[config.mk]
export PLATFORM = sky130hd
export DESIGN_NAME = vid_frame_monitor
export DESIGN_NICKNAME = d
export VERILOG_FILES = /design/src/rtl/vid_frame_monitor.sv
export SDC_FILE = /design/constraint.sdc
export NUM_CORES = 1
export LEC_CHECK = 0
export CORE_ASPECT_RATIO = 0.75
export CORE_MARGIN = 2
export CORE_UTILIZATION = 60
export DETAILED_ROUTE_END_ITERATION = 6
export GPL_ROUTABILITY_DRIVEN = 0
export PLACE_DENSITY = 0.85
export RECOVER_POWER = 100
export SLEW_MARGIN = 10
export SYNTH_ARGS = -nofsm -noshare
export SYNTH_HDL_FRONTEND = slang
export SYNTH_SLANG_ARGS = --single-unit
[constraint.sdc]
create_clock -name clock -period 7.2 [get_ports clock]
set_input_delay 2.16 -clock clock [delete_from_list [all_inputs] [get_ports clock]]
set_output_delay 2.16 -clock clock [all_outputs]
set_load 0.005 [all_outputs]
[src/rtl/vid_frame_monitor.sv]
// vid_frame_monitor: per-frame signature monitor for an RGB video stream with
// active-low HSYNC_n/VSYNC_n. Counts active lines and line lengths and computes
// a CRC-32 over the active pixels. A programmable number of warm-up frames is
// skipped, then a programmable number of frames is reported, one pulse each.
module vid_frame_monitor #(
  parameter int COLOR_W     = 3,
  parameter int PIX_CNT_W   = 11,
  parameter int LINE_CNT_W  = 10,
  parameter int FRAME_CNT_W = 8
) (
  input  logic                   clock,
  input  logic                   reset_N,
  input  logic                   pix_en,
  input  logic [COLOR_W-1:0]     VIDEO_R,
  input  logic [COLOR_W-1:0]     VIDEO_G,
  input  logic [COLOR_W-1:0]     VIDEO_B,
  input  logic                   HSYNC_n,
  input  logic                   VSYNC_n,
  input  logic                   start,
  input  logic [FRAME_CNT_W-1:0] skip_frames,
  input  logic [FRAME_CNT_W-1:0] num_frames,
  output logic                   frame_done,
  output logic [FRAME_CNT_W-1:0] frame_idx,
  output logic [31:0]            frame_crc,
  output logic [LINE_CNT_W-1:0]  frame_lines,
  output logic [PIX_CNT_W-1:0]   line_len_min,
  output logic [PIX_CNT_W-1:0]   line_len_max,
  output logic                   len_err,
  output logic                   busy,
  output logic                   capture_done
);

  localparam int          PIX_W    = 3 * COLOR_W;
  localparam logic [31:0] CRC_POLY = 32'h04C11DB7;
  localparam logic [31:0] CRC_INIT = 32'hFFFFFFFF;

  typedef enum logic [2:0] {
    ST_IDLE,
    ST_SYNC,
    ST_SKIP,
    ST_CAPTURE,
    ST_DONE
  } state_t;

  // Advance the CRC by one pixel word, most significant bit first.
  function automatic logic [31:0] crc_step(input logic [31:0] crc_in,
                                           input logic [PIX_W-1:0] word);
    logic [31:0] c;
    c = crc_in;
    for (int i = PIX_W - 1; i >= 0; i--) begin
      if (c[31] ^ word[i]) c = {c[30:0], 1'b0} ^ CRC_POLY;
      else                 c = {c[30:0], 1'b0};
    end
    return c;
  endfunction

  state_t                 state;
  logic                   hs_q, vs_q;
  logic                   hs_fall, vs_fall, pix_active, close_line, first_line;
  logic [PIX_W-1:0]       pix_word;
  logic [PIX_CNT_W-1:0]   line_cnt, min_acc, max_acc, min_next, max_next;
  logic [LINE_CNT_W-1:0]  lines_acc, lines_next;
  logic [31:0]            crc_acc;
  logic [FRAME_CNT_W-1:0] skip_cnt, num_cnt, cap_idx;

  assign hs_fall    = hs_q & ~HSYNC_n;
  assign vs_fall    = vs_q & ~VSYNC_n;
  assign pix_active = pix_en & HSYNC_n & VSYNC_n;
  assign pix_word   = {VIDEO_R, VIDEO_G, VIDEO_B};
  // A line is closed at most once per cycle, whether HSYNC, VSYNC or both fall.
  assign close_line = (hs_fall | vs_fall) & (line_cnt != '0);
  assign first_line = (lines_acc == '0);

  // Frame statistics as they stand once the pending line is closed this cycle.
  always_comb begin
    lines_next = lines_acc;
    min_next   = min_acc;
    max_next   = max_acc;
    if (close_line) begin
      if (!(&lines_acc)) lines_next = lines_acc + LINE_CNT_W'(1);
      if (first_line || line_cnt < min_acc) min_next = line_cnt;
      if (first_line || line_cnt > max_acc) max_next = line_cnt;
    end
  end

  // Sync history for falling-edge detection, sampled every clock.
  always_ff @(posedge clock or negedge reset_N) begin
    if (!reset_N) begin
      hs_q <= 1'b1;
      vs_q <= 1'b1;
    end else begin
      hs_q <= HSYNC_n;
      vs_q <= VSYNC_n;
    end
  end

  // Per-frame accumulators: pixel count, line stats and CRC, cleared at every frame boundary.
  always_ff @(posedge clock or negedge reset_N) begin
    if (!reset_N) begin
      line_cnt  <= '0;
      lines_acc <= '0;
      min_acc   <= '0;
      max_acc   <= '0;
      crc_acc   <= CRC_INIT;
    end else if (start || vs_fall) begin
      line_cnt  <= '0;
      lines_acc <= '0;
      min_acc   <= '0;
      max_acc   <= '0;
      crc_acc   <= CRC_INIT;
    end else begin
      if (close_line) begin
        line_cnt  <= '0;
        lines_acc <= lines_next;
        min_acc   <= min_next;
        max_acc   <= max_next;
      end else if (pix_active && !(&line_cnt)) begin
        line_cnt <= line_cnt + PIX_CNT_W'(1);
      end
      if (pix_active) crc_acc <= crc_step(crc_acc, pix_word);
    end
  end

  // Capture sequencer: arm, align to a frame edge, skip warm-up frames, report captured frames.
  always_ff @(posedge clock or negedge reset_N) begin
    if (!reset_N) begin
      state        <= ST_IDLE;
      skip_cnt     <= '0;
      num_cnt      <= '0;
      cap_idx      <= '0;
      frame_done   <= 1'b0;
      frame_idx    <= '0;
      frame_crc    <= '0;
      frame_lines  <= '0;
      line_len_min <= '0;
      line_len_max <= '0;
      len_err      <= 1'b0;
    end else begin
      frame_done <= 1'b0;
      if (start) begin
        skip_cnt  <= skip_frames;
        num_cnt   <= (num_frames == '0) ? FRAME_CNT_W'(1) : num_frames;
        cap_idx   <= '0;
        frame_idx <= '0;
        state     <= ST_SYNC;
      end else if (vs_fall) begin
        case (state)
          ST_SYNC: state <= (skip_cnt != '0) ? ST_SKIP : ST_CAPTURE;
          ST_SKIP: begin
            skip_cnt <= skip_cnt - FRAME_CNT_W'(1);
            if (skip_cnt == FRAME_CNT_W'(1)) state <= ST_CAPTURE;
          end
          ST_CAPTURE: begin
            frame_done   <= 1'b1;
            frame_idx    <= cap_idx;
            frame_crc    <= crc_acc;
            frame_lines  <= lines_next;
            line_len_min <= min_next;
            line_len_max <= max_next;
            len_err      <= (min_next != max_next);
            cap_idx      <= cap_idx + FRAME_CNT_W'(1);
            if (cap_idx == num_cnt - FRAME_CNT_W'(1)) state <= ST_DONE;
          end
          default: ;
        endcase
      end
    end
  end

  assign busy         = (state == ST_SYNC) || (state == ST_SKIP) || (state == ST_CAPTURE);
  assign capture_done = (state == ST_DONE);

endmodule
### Word-level counts from Yosys, hierarchy flattened

Index checks and enable logic that the tools add are counted.
Widths: inputs -> output; s select.

* add/sub/neg operators: 5
* magnitude comparators: 2
* eq/ne operators: 9
* mux-type cells: 61
* bitwise logic cells: 27
* reduce and logical (&&, ||, !) cells: 24

Operators by type and width (number)
* $mux 32: 18
* $mux 27: 9
* $not 14->14: 9
* $mux 11: 11
* $mux 8: 10
* $mux 10: 4
* $sub 8x1->8 const B: 2
* $mux 3: 4
* $add 11x1->11 const B: 1
* $gt 11x11->1: 1
* $lt 11x11->1: 1
* $ne 11x11->1: 1
* $reduce_and 11->1: 1
* $reduce_bool 11->1: 1
* $add 10x1->10 const B: 1
* $logic_not 10->1: 1
* $reduce_and 10->1: 1
* $reduce_bool 2->1: 5
* $pmux 3 s3: 1
* $xor 1x1->1: 9
* $add 8x1->8 const B: 1
* $eq 8x1->1 const B: 1
* $eq 8x8->1: 1
* $logic_not 8->1: 1
* other kinds (17): 33

* register bits: 178
* input bits: 31
* output and inout bits: 76
* logic and storage cells: 146

### Depth between registers and ports, before layout

* depth in word-level cells: 36
* mapped depth: 11
* gate-level depth less buffers: 10

### Worst setup path after synthesis

OpenSTA, ideal clock, no wires.

* path kind: in2reg
* start: input port VIDEO_R[0]
* end: register crc_acc[11]
* library setup time: 82 ps
* data arrival time: 3801 ps
* data required time: 7118 ps
* path slack: 3317 ps
* cell stages on the path: 6
* path buffers: 0
* cells stage by stage: xnor2_1 -> xnor2_4 -> xor2_1 -> xor2_1 -> xnor2_1 -> o211ai_1

* cells in the longest elaborated chain, start to end: 26
* elaborated cells on any way between the ends: 27
* classes of those cells: mux (21); bitwise (6)

RTL lines
* start: declaration: RTL line 14 `input logic [COLOR_W-1:0] VIDEO_R,`
* $xor 1x1->1 (*): RTL line 51 `if (c[31] ^ word[i]) c = {c[30:0], 1'b0} ^ CRC_POLY;`
* $mux 27 (*): RTL line 51
* $mux 32 (*): RTL line 120 `if (pix_active) crc_acc <= crc_step(crc_acc, pix_word);`
* $mux 32 (*): RTL line 105 `end else if (start || vs_fall) begin`
* $mux 27: RTL line 51
* $mux 32 (*): RTL line 120
* $mux 32 (*): RTL line 105
* $not 14->14 (no line)
* [10 not listed]
* $not 14->14 (no line)
* $mux 27: RTL line 51
* $mux 32 (*): RTL line 120
* $mux 32 (*): RTL line 105
* $not 14->14 (no line)
* $mux 27 (*): RTL line 51
* $mux 32 (*): RTL line 120
* $mux 32 (*): RTL line 105
* end signal: assignment: RTL line 120
* end: declaration: RTL line 63 `logic [31:0] crc_acc;`

Mark *: on every way between the ends. The rest lies on a longest branch, timed or not. The select of a mux whose other input is x is not followed.
A chain may end at the register's enable or synchronous reset.

### Worst setup path in the final report

* start: input port HSYNC_n
* end: register line_cnt[7]

* cells in the longest elaborated chain, start to end: 6
* elaborated cells on any way between the ends: 10
* classes of those cells: mux (2); bitwise (6); reduce/logical (2)

RTL lines
* start: declaration: RTL line 17 `input logic HSYNC_n,`
* $not 1->1: RTL line 66 `assign hs_fall = hs_q & ~HSYNC_n;`
* $and 1x1->1: RTL line 66
* $or 1x1->1: RTL line 71 `assign close_line = (hs_fall | vs_fall) & (line_cnt != '0);`
* $and 1x1->1: RTL line 71
* $mux 11: RTL line 112 `if (close_line) begin`
* $mux 11: RTL line 105
* end signal: assignment: RTL line 118 `line_cnt <= line_cnt + PIX_CNT_W'(1);`
* end: declaration: RTL line 61 `logic [PIX_CNT_W-1:0] line_cnt, min_acc, max_acc, min_next, max_next;`

Several ways; a longest one is shown, not always the timed one.

==> results.json <==
{
  "critical_path_arrival_ns": 6.06,
  "worstPathRequired_ns": 7.49,
  "worst_slew_pin_slew_ns": 3.14,
  "dpl_worst_slack_ns": 1.72,
  "final_antenna_net_count": 0,
  "met2_usage": 0.422,
  "critPathKind": "input pin to flip-flop",
  "antennaDiodeCount": 0,
  "area_delta_synth_final_pct": 20.1,
  "cp_top_family": "buffers and inverters",
  "power_density_nw_per_um2": 240,
  "die_h_um": 109,
  "synthCells": 915,
  "max-vdd-ir-drop_v": 0.000153,
  "n_fill_cell": 1026,
  "fmax_mhz": 173,
  "power_switching_mw": 0.702,
  "drt_iter0_drc": 486,
  "cts_sinks": 178,
  "seq_area_um2": 4500,
  "slew_headroom": -1.10,
  "routed_wl_mm": 20.0,
  "grt_usage": 0.269,
  "die_x_um": 145,
  "clk-insertion-delay-late_ns": 0.42,
  "ys.flop_type": "dfrtp_1",
  "ys_async_sr_fraction": 1.00,
  "antenna_found_initial": 0,
  "stdcell_count": 1215,
  "vias": 6753,
  "wl_per_cell_um": 16.5,
  "syn_avg_cell_area_um2": 9.73,
  "post-route-drc-count": 0,
  "hold_viol": 0,
  "synth_edf_count": 0,
  "finalCritPeriodShare": 0.802,
  "power_mw": 2.56,
  "grt_pass1_vias": 6580,
  "startpoint_type": "input pin",
  "worstPathCellList": "dlygate4sd3_1 -> nand3_2 -> clkbuf_1 -> a21oi_1 -> nand3_1 -> nor2_1 -> nand3_1 -> xor2_1 -> nor2_1",
  "whs_ns": 0.470,
  "critPathMaxStageDelay_ns": 1.85,
  "grt_pass1_wl_mm": 33.1,
  "tritoncts": "built",
  "final_area_um2": 10700,
  "overflow": 0,
  "start_util": 0.614,
  "status": "finished, violations left",
  "p_comb_frac": 0.187,
  "dpl_cell_area_um2": 10100,
  "synth_fp_nets": 975,
  "syn_area_um2": 8900,
  "cts_buffers": 17,
  "worst-path-buf-inv": 2,
  "ys_warn_count": 0,
  "synthDistinctLibCells": 50,
  "multi_input_area_um2": 4120,
  "coreArea_um2": 14500,
  "final_util": 0.737,
  "clock_path_buffers": 2,
  "violations": "capacitance limit, slew limit",
  "slew_violations": 166,
  "seq_power_share": 0.448,
  "p_int_mw": 1.86,
  "skew_ns": 0.0132,
  "die-area_um2": 15800,
  "htree_levels": 4,
  "busiest_layer": "met2",
  "ctsResizeCount": 0,
  "setup_viol": 0,
  "drt-pass1-iter-count": 5,
  "clockRootBuffer": "clkbuf_16",
  "finalSetupTns_ns": 0,
  "grtUsageMet1": 0.385,
  "dp_cells": 1183,
  "grt_util_met3": 0.0501,
  "p_leak_nw": 4.86,
  "rsz0062_at_grt": "no",
  "postCtsSetupBuffers": 0,
  "ios": 107,
  "cp_slowest_cell": "clkbuf_1",
  "fin_crit_ns": 5.77,
  "p_sw_frac": 0.274,
  "num-nets-final": 1062,
  "grt_max_degree": 83,
  "max_cap_violations": 3,
  "clk_pin_slew_ns": 0.06,
  "hpwl_mm": 13.4,
  "synth-seq-cells": 178,
  "fin_ws_ns": 1.43,
  "cp_max_fo": 65,
  "clkPwrFrac": 0.365,
  "critPathCaptureType": "flip-flop",
  "hold_class": "flip-flop to flip-flop",
  "holdBufCountCts": 0,
  "drive_above_1_share": 0.0857,
  "rows": 38,
  "synth-seq-area-share": 0.505,
  "portBuffers": 106,
  "via_per_inst": 5.56
}
[placed cells by master (no fill, tap or decap), drive strengths merged, types with 4 or more instances in the layout]
cell             n
a21oi           18
a31oi            6
and3             4
buf              4
clkbuf          24
clkdlybuf4s50   26
clkinv           5
dfrtp          144
dfstp           34
dlygate4sd3     79
ha              29
inv             35
mux2             7
mux2i           25
nand2          202
nand2b           4
nand3           15
nand4           13
nor2            71
nor2b            8
nor3             9
nor4             9
o211ai          31
o21ai           51
xnor2           75
xor2            57
[flip-flops by register name, summed over array words and instances (netlist names), 3 cells and up]
signal,flops
crc_acc,32
frame_crc,32
line_cnt,11
line_len_max,11
line_len_min,11
max_acc,11
min_acc,11
frame_lines,10
lines_acc,10
cap_idx,8
frame_idx,8
num_cnt,8
skip_cnt,8
state,3
[layer usage]
| layer | up-vias | part of all wire |
|---|---|---|
| met5 | - | 0 |
| met1 | 3280 | 0.46 |
| met3 | 29 | 0.055 |
| met4 | 0 | 0.013 |
| li1 | 3224 | - |
| met2 | 220 | 0.47 |
[cells in the mapped netlist (all sizes together) (2+ instances only)]
| library cell | n | share of area |
|---|---|---|
| a221oi | 2 | 0.0027 |
| nor2 | 71 | 0.030 |
| nand2b | 4 | 0.0028 |
| nor2b | 8 | 0.0056 |
| mux2 | 7 | 0.0089 |
| xnor2 | 75 | 0.076 |
| a21oi | 18 | 0.010 |
| and3 | 4 | 0.0028 |
| dfstp | 34 | 0.10 |
| mux2i | 25 | 0.028 |
| buf | 4 | 0.0032 |
| nor4 | 9 | 0.0077 |
| o21ai | 51 | 0.029 |
| nor3 | 9 | 0.0051 |
| nand3b | 3 | 0.0025 |
| a211oi | 2 | 0.0017 |
| ha | 29 | 0.041 |
| clkbuf | 41 | 0.017 |
| nand2 | 202 | 0.085 |
| a21o | 3 | 0.0025 |
| dfrtp | 144 | 0.40 |
| nand4 | 13 | 0.0091 |
| or3 | 2 | 0.0014 |
| o211ai | 31 | 0.026 |
| inv | 30 | 0.013 |
| a31oi | 6 | 0.0042 |
| and4 | 3 | 0.0034 |
| nand3 | 15 | 0.0084 |
| xor2 | 57 | 0.056 |
[final cells by class]
class	instances	area share
clock buffers	20	0.0458
multi-input cells	661	0.385
well taps	200	0.0234
repair buffers	113	0.103
inverters	31	0.0109
flip-flops and latches	178	0.421
clock inverters	12	0.0108
[power by group through the flow]
stage / Clock (mW) / Sequential, mW / Combinational, mW
final: 0.936 / 1.15 / 0.479
after detailed placement: 0 / 1.17 / 0.499
after floorplan: 0 / 1.16 / 0.269
after global placement: 0 / 1.17 / 0.483
after global routing: 0.988 / 1.16 / 0.529
after CTS: 0.942 / 1.15 / 0.508
[worst register-to-register path, stage by stage, from the launching register on]
cell      delay [ns]
dfrtp_1         0.60
ha_1            0.33
a21o_1          0.17
a221oi_1        0.28
o21ai_0         0.15
a221oi_2        0.27
clkbuf_1        0.69
mux2i_1         0.43
xor2_1          0.11
nor4_1          0.38
a31oi_1         0.15
[logic make-up after synthesis]
group / after synthesis / share of synthesized area
simple gates: 347 / 0.167
flops: 178 / 0.505
xor+xnor: 132 / 0.132
compound gates: 121 / 0.0841
buf+inv: 76 / 0.0336
mux: 32 / 0.0370
fa+ha+maj: 29 / 0.0408
[worst paths after layout]
kind / start / to / slack (ns) / cells after the start
setup / recovery: HSYNC_n / line_cnt[7] / 1.43 / 9
hold / removal: frame_crc[18] / frame_crc[18] / 0.47 / 2
setup reg to reg: line_cnt[5] / len_err / 3.50 / 10
hold reg to reg: frame_crc[18] / frame_crc[18] / 0.47 / 2
max in group asynchronous: reset_N / frame_crc[4] / 1.97 / 2
min in group asynchronous: reset_N / lines_acc[7] / 1.75 / 1
Note: power is estimated with default switching activity, not from simulation.
==> edit 1 (same flow settings) <==
Set the parameter `FRAME_CNT_W` to 10 (it was 8).
--- a/src/rtl/vid_frame_monitor.sv
+++ b/src/rtl/vid_frame_monitor.sv
@@ -7,5 +7,5 @@
   parameter int PIX_CNT_W   = 11,
   parameter int LINE_CNT_W  = 10,
-  parameter int FRAME_CNT_W = 8
+  parameter int FRAME_CNT_W = 10
 ) (
   input  logic                   clock,
Interface: changed (resized frame_idx, num_frames and skip_frames); port bits go from 107 to 113. The function was not compared with the original's and may differ.
==> edit 1 against the unedited design <==
The run still ends with capacitance limit, slew limit left. Sequential cell count rose by 8. Sequential power grew 4%. Wire length grew 10%. Power is 4.5% higher. Worst setup slack improved by 60 ps. Worst hold slack lost 1.3 ps. Cell area is 7.9% higher. Synthesized area rose by 8.9%. Global-route usage shrank 0.12 points. Count of clock-buffer cells in the layout decreased by 1. Critical path type unchanged.
==> edit 1: results (changes against the unedited design) <==
| Metric | Value |
|---|---|
| Final layout net count | `1165 (+9.7%)` |
| CP startpoint | `VSYNC_n` |
| Clock skew | `14.4 ps (+1.13 ps)` |
| Routed vias | `7401 (+9.6%)` |
| Asr flop ratio synth | `100% (unchanged)` |
| Syn_nets | `1073 (+10%)` |
| Top post-synthesis cells by area | `dfrtp_1, dfstp_2, nand2_1` |
| Adder-Cell Fraction of Synth Area | `3.87% (-0.21 points)` |
| Global-route usage over all layers | `26.8% (-0.12 points)` |
| Max VDD drop | `0.000162 V (+6.4%)` |
| CP arrival | `6000 ps (-60 ps)` |
| Sum Neg Setup Slack | `0 ps (unchanged)` |
| Post-CTS setup buffer count | `0 (unchanged)` |
| CTS Buf Count | `17 (unchanged)` |
| DP HPWL | `15.2 mm (+13%)` |
| Seq/Total Area, Yosys | `48.5% (-2.1 points)` |
| I/O Buffers | `112 (+5.7%)` |
| Status | `finished, violations left` |
| Post-synthesis mux area share | `4.08% (+0.38 points)` |
| Netlist cell types | `60 (+20%)` |
| # fillers | `1155 (+13%)` |
| Complex-gate fraction of the synthesized area | `9.15% (+0.74 points)` |
| Layout cells sized above 1 | `9.34% (+0.77 points)` |
| DRT Pass-1 Iters | `5 (unchanged)` |
| Worst hold-check path type | `reg2reg` |
| Worst slew margin | `-94.2% (+15 points)` |
| Cells resized by post-CTS repair | `0 (unchanged)` |
| Biggest regs | `crc_acc: 32 flops, frame_crc: 32 flops` |
| Fin. max-slew vios | `123 (-26%)` |
| R2r setup slk | `2900 ps (-600 ps)` |
| CTS root buf | `clkbuf_16` |
| Crit Path Max Fanout | `23 (-65%)` |
| Pleak | `0.00526 µW (+8.1%)` |
| Launching point of the worst reg2reg path | `line_cnt[0]` |
| Clock Pin Slew Worst Setup and Hold Paths | `70 ps` |
| Worst Setup EP | `len_err` |
| Antenna diode count | `0 (unchanged)` |
| Post-Route WL | `22.1 mm (+10%)` |
| Syn. warnings | `0 (unchanged)` |
| Commonest cells post-synth | `nand2_1, dfrtp_1, nor2_1` |
| Largest net degree at the start of global routing | `102 (+23%)` |
| CTS H-tree lvls | `4 (unchanged)` |
| Reg2reg end | `len_err` |
| Number of global-route vias before repair | `7003 (+6.4%)` |
| R2R depth | `9 (-1)` |
| XOR/XNOR share of the synthesized area | `12.8% (-0.38 points)` |
| Max Buffers Root-to-Sink | `2 (unchanged)` |
| Number of antenna violations at the first check in global routing | `0 (unchanged)` |
| Initial drt markers | `684 (+41%)` |
| First-pass GRT wire length | `35.8 mm (+8.1%)` |
| Failing checks | `capacitance limit, slew limit` |
| MaxCap Viol Count | `3 (unchanged)` |
| Worst-skew pair later-pin latency | `440 ps (+20 ps)` |
[edit 1: how the worst min path moves through the flow]
stage / cells after the start / slack [ps] / endpoint / from
finish: 2 / 470 / frame_crc[24] / frame_crc[24]
floorplan: 2 / 470 / frame_crc[10] / frame_crc[10]
global placement: 2 / 460 / frame_crc[20] / frame_crc[20]
detailed placement: 2 / 460 / frame_crc[24] / frame_crc[24]
global route: 2 / 490 / frame_crc[30] / frame_crc[30]
CTS: 2 / 480 / frame_crc[24] / frame_crc[24]
[edit 1: critical path, cell delays in order]
cell           delay, ps
dlygate4sd3_1        610
and2b_1              300
a21oi_1               70
a31oi_1              650
and3_1               980
mux2i_1              430
xor2_1               120
nor4_1               500
a31oi_1              170
[edit 1: metrics by stage]
step	instances	setup slack (ps)	area [µm²]	hold slack [ps]
2_1_floorplan	1008	3190	9690	470
3_3_place_gp	1291	1550	10900	461
3_5_place_dp	1291	1470	10900	462
4_1_cts	1323	1870	11600	479
5_1_grt	1323	1360	11500	494
6_report	1323	1490	11500	469
[edit 1: cell families (layout without fill, tap and decap cells)]
family	count (synthesis)	after routing
AOI/OAI and AO/OA	140	140
DFF	186	186
buffers and inverters	81	186
muxes	38	38
adders and majority gates	30	30
xor gates and xnor gates	135	135
and+or+nand+nor	398	398
[edit 1: final cells by class]
type | instances | area (µm²) | area share [%]
clock inverters | 13 | 194 | 1.68
clock buffers | 19 | 443 | 3.84
multi-input cells | 741 | 4650 | 40.3
well taps | 210 | 263 | 2.28
inverters | 35 | 131 | 1.14
repair buffers | 119 | 1150 | 9.99
flip-flops and latches | 186 | 4700 | 40.7
[edit 1: metal layers]
layer,track usage (%),part of all wire [%],vias to the layer above
met5,0,0,-
met4,7.29,1.2,0
met3,5.50,6.0,24
met2,38.8,44,220
met1,41.1,49,3611
li1,-,-,3546
[edit 1: report_power, final]
group | leakage (µW) | internal, µW | switching [µW]
Clock | 0.000310 | 594 | 410
Combinational | 0.00257 | 237 | 239
Sequential | 0.00238 | 1140 | 61.4
Total | 0.00526 | 1970 | 710
==> edit 2 (same flow settings) <==
Made on the original files. Make the reset (`reset_N`) synchronous in 3 clocked blocks.
--- a/src/rtl/vid_frame_monitor.sv
+++ b/src/rtl/vid_frame_monitor.sv
@@ -85,5 +85,5 @@
 
   // Sync history for falling-edge detection, sampled every clock.
-  always_ff @(posedge clock or negedge reset_N) begin
+  always_ff @(posedge clock) begin
     if (!reset_N) begin
       hs_q <= 1'b1;
@@ -96,5 +96,5 @@
 
   // Per-frame accumulators: pixel count, line stats and CRC, cleared at every frame boundary.
-  always_ff @(posedge clock or negedge reset_N) begin
+  always_ff @(posedge clock) begin
     if (!reset_N) begin
       line_cnt  <= '0;
@@ -123,5 +123,5 @@
 
   // Capture sequencer: arm, align to a frame edge, skip warm-up frames, report captured frames.
-  always_ff @(posedge clock or negedge reset_N) begin
+  always_ff @(posedge clock) begin
     if (!reset_N) begin
       state        <= ST_IDLE;
Function: differs if reset_N is asserted again (counterexample within 4 cycles, from zero or initial values and one cycle with reset_N low); with reset_N held inactive, the same outputs for 4 cycles.
==> edit 2 against the unedited design <==
The run still ends with capacitance limit, slew limit left. Cell area down 2.7%. Fmax up 3.4%. Clock skew down 3.5 ps. Sequential cell count unchanged. Register-to-register slack better by 140 ps. Non-clock buffer count up 1. Worst setup slack better by 190 ps. Critical path depth down 2. Synthesized area down 2.5%. Synthesized cell count up 7.7%. Wire length up 3.8%. Critical endpoint is now frame_crc[10]. Largest cell class is now multi-input gates.
Power is not compared: it rests on default switching activity, and its combinational part moved more than twofold at a synthesized area within 25%.
==> edit 2: results (changes against the unedited design) <==
| Metric | Value |
|---|---|
| Status | `finished, violations left` |
| Failing checks | `capacitance limit, slew limit` |
| Cells after synthesis | `985 (+7.7%)` |
| Placed cells | `1243 (+5.1%)` |
| CP startpoint | `VSYNC_n` |
| # fillers | `1037 (+1.1%)` |
| Final layout net count | `1122 (+5.6%)` |
| Largest net degree at the start of global routing | `86 (+3.6%)` |
| Netlist cell types | `57 (+14%)` |
| Syn_nets | `1045 (+7.2%)` |
| First-pass GRT wire length | `34.0 mm (+2.8%)` |
| CP arrival | `5920 ps (-140 ps)` |
| Clock skew | `9.72 ps (-3.50 ps)` |
| DP HPWL | `14.1 mm (+5.2%)` |
| MaxCap Viol Count | `2 (-1)` |
| Complex-gate fraction of the synthesized area | `15.8% (+7.4 points)` |
| Number of global-route vias before repair | `6698 (+1.8%)` |
| Top delay family on crit path | `simple AND/OR/NAND/NOR gates` |
| Post-Route WL | `20.7 mm (+3.8%)` |
| Global-route usage over all layers | `27.6% (+0.75 points)` |
| Syn. warnings | `0 (unchanged)` |
| Crit Path Max Fanout | `53 (-18%)` |
| Initial drt markers | `500 (+2.9%)` |
| Crit-path slowest cell | `nor2_2` |
| Routed vias/inst | `5.65 (+1.7%)` |
| Worst hold-check path type | `reg2reg` |
| Launching point of the worst reg2reg path | `state[1]` |
| Post-synthesis mux area share | `3.23% (-0.47 points)` |
| Cell taking the most area after synthesis | `dfxtp_1` |
| Layout cells sized above 1 | `5.12% (-3.5 points)` |
| Top post-synthesis cells by area | `dfxtp_1, xnor2_1, nand2_1` |
| WL met1 | `9.73 mm (+6.4%)` |
| M3 GR Usage | `5.67% (+0.66 points)` |
| Wirelength per Cell | `16.3 µm (-1.1%)` |
| GR Util met2 | `44.1% (+1.8 points)` |
| Seq/Total Area, Yosys | `41.1% (-9.5 points)` |
| Met3 wire len | `1.22 mm (+10%)` |
| XOR/XNOR share of the synthesized area | `12.9% (-0.33 points)` |
| R2r setup slk | `3640 ps (+140 ps)` |
| Reg2reg end | `frame_crc[10]` |
| Met1 Use GR | `38.5% (about the same)` |
| Adder-Cell Fraction of Synth Area | `4.18% (+0.10 points)` |
| Fin. max-slew vios | `140 (-16%)` |
| Worst slew margin | `-115% (-5.4 points)` |
| Slowest stage delay, CP | `1590 ps (-260 ps)` |
| Commonest cells post-synth | `dfxtp_1, nand2_1, xnor2_1` |
| Asr flop ratio synth | `0% (-100 points)` |
| R2R depth | `8 (-2)` |
| Met2 routed WL | `9.46 mm (-0.16%)` |
edit 2: worst min path at each step:
stage	from	endpoint	slack, ps	cells past startpoint
6_report	frame_idx[7]	frame_idx[7]	460	2
3_5_place_dp	frame_idx[5]	frame_idx[5]	450	2
5_1_grt	frame_idx[2]	frame_idx[2]	480	2
4_1_cts	frame_idx[5]	frame_idx[5]	460	2
3_3_place_gp	frame_idx[5]	frame_idx[5]	450	2
2_1_floorplan	frame_idx[0]	frame_idx[0]	450	2
edit 2: cell type report:
| type | count | area [µm²] | area share [%] |
|---|---|---|---|
| Timing Repair Buffer | 114 | 1110 | 10.6 |
| Sequential cell | 178 | 3560 | 34.3 |
| Clock inverter | 11 | 129 | 1.24 |
| Multi-Input combinational cell | 720 | 4770 | 45.9 |
| Tap cell | 200 | 250 | 2.41 |
| Clock buffer | 21 | 460 | 4.43 |
| Inverter | 31 | 116 | 1.12 |
edit 2: cells by family after synthesis:
| kind of cell | count (synthesis) |
|---|---|
| muxes | 28 |
| DFF | 178 |
| buffers and inverters | 87 |
| adders and majority gates | 29 |
| and+or+nand+nor | 359 |
| xor gates and xnor gates | 125 |
| AOI/OAI and AO/OA | 179 |
edit 2: through the flow:
step / total power (µW) / instance area, µm² / hold WS, ps / util (%) / worst slack [ps]
after floorplan: 1180 / 8680 / 453 / - / 3120
after CTS: 2150 / 10400 / 461 / 72.8 / 2480
after global routing: 2210 / 10400 / 477 / 72.7 / 1280
after detailed placement: 1230 / 9820 / 451 / 68.6 / 2050
after global placement: 1230 / 9820 / 449 / 68.6 / 2160
final: 2150 / 10400 / 457 / 72.7 / 1620
edit 2: power breakdown:
part | switching [µW] | internal, µW
registers | 10.9 | 995
clock network | 401 | 532
logic | 110 | 98.5
total | 522 | 1630
